## config.mk

```make
export PLATFORM = sky130hd
export DESIGN_NAME = mips_cpu_hilo_unit
export DESIGN_NICKNAME = d
export VERILOG_FILES = /design/src/rtl/mips_cpu_hilo_unit.sv
export SDC_FILE = /design/constraint.sdc
export NUM_CORES = 1
export LEC_CHECK = 0
export ABC_AREA = 1
export ABC_CLOCK_PERIOD_IN_PS = 2000
export CELL_PAD_IN_SITES_DETAIL_PLACEMENT = 1
export CELL_PAD_IN_SITES_GLOBAL_PLACEMENT = 1
export CORE_MARGIN = 2
export CORE_UTILIZATION = 35
export CTS_BUF_LIST = sky130_fd_sc_hd__clkbuf_16
export CTS_CLUSTER_DIAMETER = 30
export DETAILED_ROUTE_END_ITERATION = 8
export GPL_ROUTABILITY_DRIVEN = 1
export PLACE_DENSITY_LB_ADDON = 0.1
export RECOVER_POWER = 100
export SLEW_MARGIN = 15
export SYNTH_ARGS = -nofsm -noshare
export SYNTH_HDL_FRONTEND = slang
export SYNTH_SLANG_ARGS = --single-unit
```

## constraint.sdc

```tcl
create_clock -name clk -period 2 [get_ports clk]
set_input_delay 0.4 -clock clk [delete_from_list [all_inputs] [get_ports clk]]
set_output_delay 0.4 -clock clk [all_outputs]
set_load 0.01 [all_outputs]
```

## src/rtl/mips_cpu_hilo_unit.sv

```systemverilog
// HI/LO execution unit: MTHI/MTLO, multiply via an external combinational
// multiplier with a configurable settle window, and a 32-iteration restoring
// divider. Owns the architectural HI and LO registers.
module mips_cpu_hilo_unit #(
    parameter int unsigned MULT_STAGES = 2
) (
    input  logic        clk,
    input  logic        reset,
    input  logic        op_valid,
    input  logic [2:0]  op,
    input  logic [31:0] op_a,
    input  logic [31:0] op_b,
    output logic        op_ready,
    output logic        busy,
    output logic        done,
    output logic        div_by_zero,
    output logic [31:0] mul_a,
    output logic [31:0] mul_b,
    output logic        mul_sign,
    input  logic [63:0] mul_out,
    output logic [31:0] hi,
    output logic [31:0] lo
);

    localparam logic [2:0] OP_MULT  = 3'd0;
    localparam logic [2:0] OP_MULTU = 3'd1;
    localparam logic [2:0] OP_DIV   = 3'd2;
    localparam logic [2:0] OP_DIVU  = 3'd3;
    localparam logic [2:0] OP_MTHI  = 3'd4;
    localparam logic [2:0] OP_MTLO  = 3'd5;

    typedef enum logic [1:0] {IDLE, MUL, DIV, DZ} state_t;

    state_t      state, state_nxt;
    logic [3:0]  cnt;
    logic [5:0]  dcnt;
    logic [31:0] dvsr;
    logic [31:0] quo;
    logic [32:0] rem;
    logic        qsign, rsign;

    logic        accept;
    logic        div_signed;
    logic [31:0] a_mag, b_mag;
    logic [32:0] rem_sh;
    logic        fits;
    logic [31:0] q_fin, r_fin;

    assign accept   = op_valid && (state == IDLE);
    assign op_ready = (state == IDLE);
    assign busy     = (state != IDLE);

    // Operand magnitudes, one restoring step and the sign-corrected results
    always_comb begin
        div_signed = (op == OP_DIV);
        a_mag      = (div_signed && op_a[31]) ? -op_a : op_a;
        b_mag      = (div_signed && op_b[31]) ? -op_b : op_b;
        // Partial remainder stays below the divisor, so the shifted value fits
        // in 33 bits and a plain compare decides the quotient bit.
        rem_sh     = {rem[31:0], quo[31]};
        fits       = (rem_sh >= {1'b0, dvsr});
        q_fin      = qsign ? -quo : quo;
        r_fin      = rsign ? -rem[31:0] : rem[31:0];
    end

    // State register
    always_ff @(posedge clk or negedge reset) begin
        if (!reset) state <= IDLE;
        else        state <= state_nxt;
    end

    // Next-state selection
    always_comb begin
        state_nxt = state;
        case (state)
            IDLE: begin
                if (accept) begin
                    case (op)
                        OP_MULT, OP_MULTU: state_nxt = MUL;
                        OP_DIV, OP_DIVU:   state_nxt = (op_b == '0) ? DZ : DIV;
                        default:           state_nxt = IDLE;
                    endcase
                end
            end
            MUL:     if (cnt == '0) state_nxt = IDLE;
            DIV:     if (dcnt == 6'd32) state_nxt = IDLE;
            DZ:      state_nxt = IDLE;
            default: state_nxt = IDLE;
        endcase
    end

    // Datapath: operand capture, divider iterations and HI/LO commits
    always_ff @(posedge clk or negedge reset) begin
        if (!reset) begin
            hi          <= '0;
            lo          <= '0;
            mul_a       <= '0;
            mul_b       <= '0;
            mul_sign    <= 1'b0;
            cnt         <= '0;
            dcnt        <= '0;
            dvsr        <= '0;
            quo         <= '0;
            rem         <= '0;
            qsign       <= 1'b0;
            rsign       <= 1'b0;
            done        <= 1'b0;
            div_by_zero <= 1'b0;
        end else begin
            done        <= 1'b0;
            div_by_zero <= 1'b0;
            case (state)
                IDLE: begin
                    if (accept) begin
                        case (op)
                            OP_MULT, OP_MULTU: begin
                                mul_a    <= op_a;
                                mul_b    <= op_b;
                                mul_sign <= (op == OP_MULT);
                                cnt      <= 4'(MULT_STAGES - 1);
                            end
                            OP_DIV, OP_DIVU: begin
                                quo   <= a_mag;
                                dvsr  <= b_mag;
                                rem   <= '0;
                                dcnt  <= '0;
                                qsign <= div_signed && (op_a[31] ^ op_b[31]);
                                rsign <= div_signed && op_a[31];
                            end
                            OP_MTHI: hi <= op_a;
                            OP_MTLO: lo <= op_a;
                            default: ;
                        endcase
                    end
                end
                MUL: begin
                    if (cnt == '0) begin
                        {hi, lo} <= mul_out;
                        done     <= 1'b1;
                    end else begin
                        cnt <= cnt - 4'd1;
                    end
                end
                DIV: begin
                    if (dcnt == 6'd32) begin
                        lo   <= q_fin;
                        hi   <= r_fin;
                        done <= 1'b1;
                    end else begin
                        rem  <= fits ? (rem_sh - {1'b0, dvsr}) : rem_sh;
                        quo  <= {quo[30:0], fits};
                        dcnt <= dcnt + 6'd1;
                    end
                end
                DZ: begin
                    done        <= 1'b1;
                    div_by_zero <= 1'b1;
                end
                default: ;
            endcase
        end
    end

endmodule

```

; After elaboration in Yosys (flattened, before gate mapping)
; Index checks and enable logic that the tools add are counted.
[totals]
output_inout_bits = 133
elab_cells = 104
inputBits = 134
ff_bits = 241
[classes]
bitwise_logic = 1
add_sub_neg = 7
order_cmp = 1
n_eq_ne = 18
muxes = 41
n_reduce_logical = 21
[ops]
columns = cell, count
row1 = 2-to-1 mux 32 bit, 19
row2 = case mux 32 bit (3 select lines), 2
row3 = negator 32 bit, 4
row4 = case mux 32 bit (2 select lines), 2
row5 = greater-or-equal comparator 33 x 32 -> 1 bit, 1
row6 = zero test 32 bit, 1
row7 = subtractor 32 bit, 1
row8 = 2-to-1 mux 6 bit, 3
row9 = 2-to-1 mux 4 bit, 3
row10 = case mux 6 bit (2 select lines), 1
row11 = inequality test 2 x 1 -> 1 bit (second input constant), 5
row12 = AND reduction 5 bit, 2
row13 = AND reduction 3 bit, 3
row14 = inequality test 2 bit (second input constant), 4
row15 = case mux 2 bit (4 select lines), 1
row16 = case mux 4 bit (2 select lines), 1
row17 = AND reduction 4 bit, 2
row18 = adder 6 x 1 -> 6 bit (second input constant), 1
row19 = equality test 3 x 2 -> 1 bit (second input constant), 2
row20 = equality test 3 bit (second input constant), 2
row21 = equality test 6 bit (second input constant), 1
row22 = 2-to-1 mux 2 bit, 3
row23 = nonzero test 2 bit, 3
row24 = equality test 2 bit (second input constant), 2
row25 = 13 further kinds, 20

; Logic depth before layout (Yosys ltp)
[logic_depth]
depth_word = 6
mapped_depth = 17
depth_no_buf = 16

; Worst setup path after synthesis
; No wires, ideal clock.
[synth_path]
path_kind = register to register
start = register quo[31]
end = register rem[26]
arrival_ps = 1895
synth_period_minus_slack_ps = 2011
slack_ps = -11
path_stages_with_launch = 17
required_time_ps = 1884
path_cell_list = dfrtp_1 inv_1 ha_1 inv_1 fa_1 nand3_1 nand2_1 nand2_1 nand2_1 nand2_1 nand2_1 nand3_1 nand3_1 nand2_1 nand3_1 nand2_1 nand2_1
[synth_between]
elab_chain_cells = 4
elab_cells_between_ends = 5
[synth_rtl]
columns = element, line_no
row1 = "start, declared", 38  ; logic [31:0] quo;
row2 = "start signal, assigned", 123  ; quo <= a_mag;
row3 = "start signal, assigned", 151  ; quo <= {quo[30:0], fits};
row4 = subtractor 32 bit or greater-or-equal comparator 33 x 32 -> 1 bit (tied branches), "150, 61"
row5 = 2-to-1 mux 32 bit *, 150  ; rem <= fits ? (rem_sh - {1'b0, dvsr}) : rem_sh;
row6 = 2-to-1 mux 32 bit *, 145  ; if (dcnt == 6'd32) begin
row7 = case mux 32 bit (2 select lines) *, 112  ; case (state)
row8 = "end signal, assigned", 150
row9 = "end, declared", 39  ; logic [32:0] rem;
; Mark *: on every way between the ends. The rest lies on a longest branch, timed or not. The select of a mux whose other input is x is not followed.
; A chain may end at the register's enable or synchronous reset.

; Worst setup path after layout
[layout_path]
start = register dvsr[1]
end = register rem[29]
[layout_between]
elab_chain_cells = 4
elab_cells_between_ends = 5
[layout_rtl]
columns = element, line_no
row1 = "start, declared", 37  ; logic [31:0] dvsr;
row2 = "start signal, assigned", 124  ; dvsr <= b_mag;
row3 = subtractor 32 bit or greater-or-equal comparator 33 x 32 -> 1 bit (tied branches), "150, 61"
row4 = 2-to-1 mux 32 bit *, 150
row5 = 2-to-1 mux 32 bit *, 145
row6 = case mux 32 bit (2 select lines) *, 112
; Marks and branches as above.

==> out/summary.txt <==
run status - finished, violations left
failing checks - setup timing
worst-path maximum fanout - 4
CTS buffer count - 69
CP endpoint - rem[29]
first-iteration detailed-routing DRC count - 1,743
vias - 22,200
FF+latch count, synth - 241
core area - 0.0487 mm2
die height - 226 um
ANT cells - 0
H-tree Lvls - 3
Worst Path Arrival - 2.79 ns
RSZ-0062 raised after global routing - yes
Sink Count - 241
leakage - 14.2 nW
total power - 43.7 mW
clock root cell - clkbuf_16
vias in the first global route - 23,000
slew at the pin with the worst max-slew slack - 1.03 ns
crit-path cells - inv_2, ha_1, nand2_1, inv_1, nand2_1, nand3_2, nand2_1, nand2_1, nand2_1, nand2_2, nand3_4, nand2_1, nand2_1, nand3_2, nand2_1, nand2_1
Tmin final - 2.31 ns
fin cells - 4,123
area taken by multi-input logic gates - 0.0117 mm2
FFs w/ async S/R, synth - 100%
Reg area - 0.00606 mm2
total wire length - 91,900 um
Synth cell types - 55
R2R Setup Slk - -0.31 ns
post-layout util - 60.2%
Max Cap Viol - 0
data required time of the worst path - 2.48 ns
maximum VDD drop - 0.841 mV
first-pass GRT wire length - 135,000 um
clock-pin slew on the worst setup and hold paths - 0.05 ns
top cells by area, synth - dfrtp_1, nand2_1, nand3_1, inv_1, o21ai_0
Final #Nets - 3,587
Via density - 5.38
clk_lat worst skew - 0.61 ns
Worst setup SP type - register
area leader, netlist - dfrtp_1
total grt overflow - 0
maximum root-to-sink buffer count - 3
share of post-route cells with drive strength above 1 - 33.2%
routability congestion estimate from global placement - 0.938
Primary FF master, synth - dfrtp_1
filler cell count - 5,931
DRC - 0
Starting Density - 35.4%
Post-synth EDFFs - 0
Final WS setup - -0.310 ns
Cell Area, Synth - 0.0173 mm2
setup TNS - -16.92 ns
Syn-to-layout area delta - 70.1%
fmax - 433 MHz
initial antenna violation count - 1
max_slew headroom - 31.5%
Reg-to-Reg Start - dvsr[1]
Layout Skew - 0.0326 ns
port buffer count - 266
area of the die - 0.0511 mm2
sequential share of the synthesized area - 35.0%
row count - 81
R2R cell count - 16
IO Pins - 267
warning count from the yosys run - 0
hold slack - 0.440 ns
die width - 226 um
RR Endpoint - rem[29]
largest net degree at the start of global routing - 69
Worst path slowest cell - dfrtp_1
Mapped Avg Cell Area - 6.61 um2
Synth top area share - 35.0%
Setup violations, final - 147
Cells after Synth - 2,608
DR pass1 iterations - 5
Final Hold Viols - 0
CP Launch Point - dvsr[1]
GR Util All Layers - 34.5%
TritonCTS clock tree - built
PwrDens - 1490 mW/mm2
routed len/inst - 22.3 um
max incr delay on CP - 0.38 ns
critical path endpoint category - register
Top cell by count, worst path - nand2_1
Slew Limit Fails - 0
Syn Nets - 2,786
Hold Crit Class - in -> reg
Crit Path Category - reg -> reg
placed cell count - 3,938
Post-DP HPWL - 65,400 um
final worst-path cycle share - 115%
remaining antenna violation count - 0
==> synthesized netlist by cell type, types with 4 or more instances <==
cell type	n
buf_2	26
buf_4	5
nor2_1	277
o221ai_1	16
o21ai_0	209
xnor2_1	14
o21ai_1	35
nand2_2	10
buf_6	6
nand4_1	39
dfrtp_1	241
o31ai_1	5
nor3_1	30
xor2_1	36
inv_1	306
a31oi_1	5
ha_1	43
nand2_1	763
o21ai_2	4
inv_2	4
a2bb2oi_1	6
a21boi_0	25
clkbuf_1	48
o21bai_1	7
nand3_1	235
a21boi_1	16
o22ai_1	13
nor2_4	10
a21oi_1	99
buf_1	12
nor2_2	7
or2_2	10
o211ai_1	14
==> routing by layer <==
layer  GRT usage [%]  up-vias  wire length [um]
met1            48.4    11100             41200
met3            5.74      166              6010
li1                -    10100                 -
met2            54.3      827             42000
met5               0        -                15
met4            10.2        2              2640
==> critical path: cells and delay by family (launching register included) <==
family	cells	cell delay (ns)
buffers and inverters	2	0.23
flip-flops	1	0.38
adder cells (fa/ha/maj)	1	0.27
AND/OR/NAND/NOR	13	1.30
==> state kept, by name, indices dropped and copies added, names as in the netlist, 2 cells and up <==
register,count
dvsr,32
hi,32
lo,32
mul_a,32
mul_b,32
quo,32
rem,32
dcnt,6
cnt,4
state,2
==> worst min-delay path by stage <==
stage	depth (start not counted)	slack (ns)	startpoint	to
2_1_floorplan	0	0.10	reset	cnt[0]
3_3_place_gp	1	0.30	reset	rem[3]
3_5_place_dp	1	0.30	reset	rem[3]
4_1_cts	2	0.29	reset	dvsr[0]
5_1_grt	5	0.48	mul_out[21]	lo[21]
6_report	5	0.44	mul_out[31]	lo[31]
==> report_power, final <==
group	total [mW]	leakage [nW]	switching [mW]	internal (mW)
Clock	10.3	1.08	3.48	6.77
Sequential	8.75	2.98	1.78	6.97
Combinational	24.7	10.2	13.8	10.9
Total	43.7	14.2	19.0	24.6
==> per-stage QoR <==
stage	area [um2]	setup slack [ns]
3_3_place_gp	24300	-0.543
5_1_grt	29300	-0.396
2_1_floorplan	17300	0.0511
3_5_place_dp	24300	-0.640
6_report	29300	-0.310
4_1_cts	28200	-0.251
==> logic make-up (layout without fill, tap and decap cells) <==
family	Yosys count	count (layout)	synth area share [%]
AND/OR/NAND/NOR	1397	1397	34.2
AO/OA/AOI/OAI	464	464	15.4
buffers and inverters	409	1260	9.47
flip-flops	241	241	35.0
XOR/XNOR	50	50	2.54
adder cells (fa/ha/maj)	44	44	3.23
multiplexers	3	3	0.196
==> cell type report <==
cell class | count | share of cell area [%]
Multi-Input combinational cell | 1958 | 39.8
Timing Repair Buffer | 826 | 25.2
Tap cell | 664 | 2.83
Timing Repair inverter | 1 | 0.0298
Sequential cell | 241 | 20.6
Inverter | 312 | 4.09
Clock inverter | 52 | 1.48
Clock buffer | 69 | 5.88
==> cell usage in the layout (no fill, tap or decap), types with 39 or more instances in the layout <==
cell type,Yosys,final
nor2_2,7,43
clkdlybuf4s50_1,0,248
nand2_1,763,669
nand4_1,39,39
dfrtp_1,241,219
nand2_2,10,72
a21oi_1,99,72
nor2_1,277,213
o21ai_0,209,163
clkbuf_16,0,70
inv_1,306,256
o21ai_1,35,56
nand3_2,3,65
nand3_1,235,157
buf_4,5,484
inv_2,4,57
==> repair_timing <==
action | CTS | global route
hold buffers | 1 | 0
setup endpoints to repair | 74 | 125
gates resized for setup | 356 | 312
pin swaps | 84 | 89
cloned | 4 | 2
setup buffers | 28 | 36
endpoints found under the hold margin | 26 | 0
Note: power is estimated with default switching activity, not from simulation.
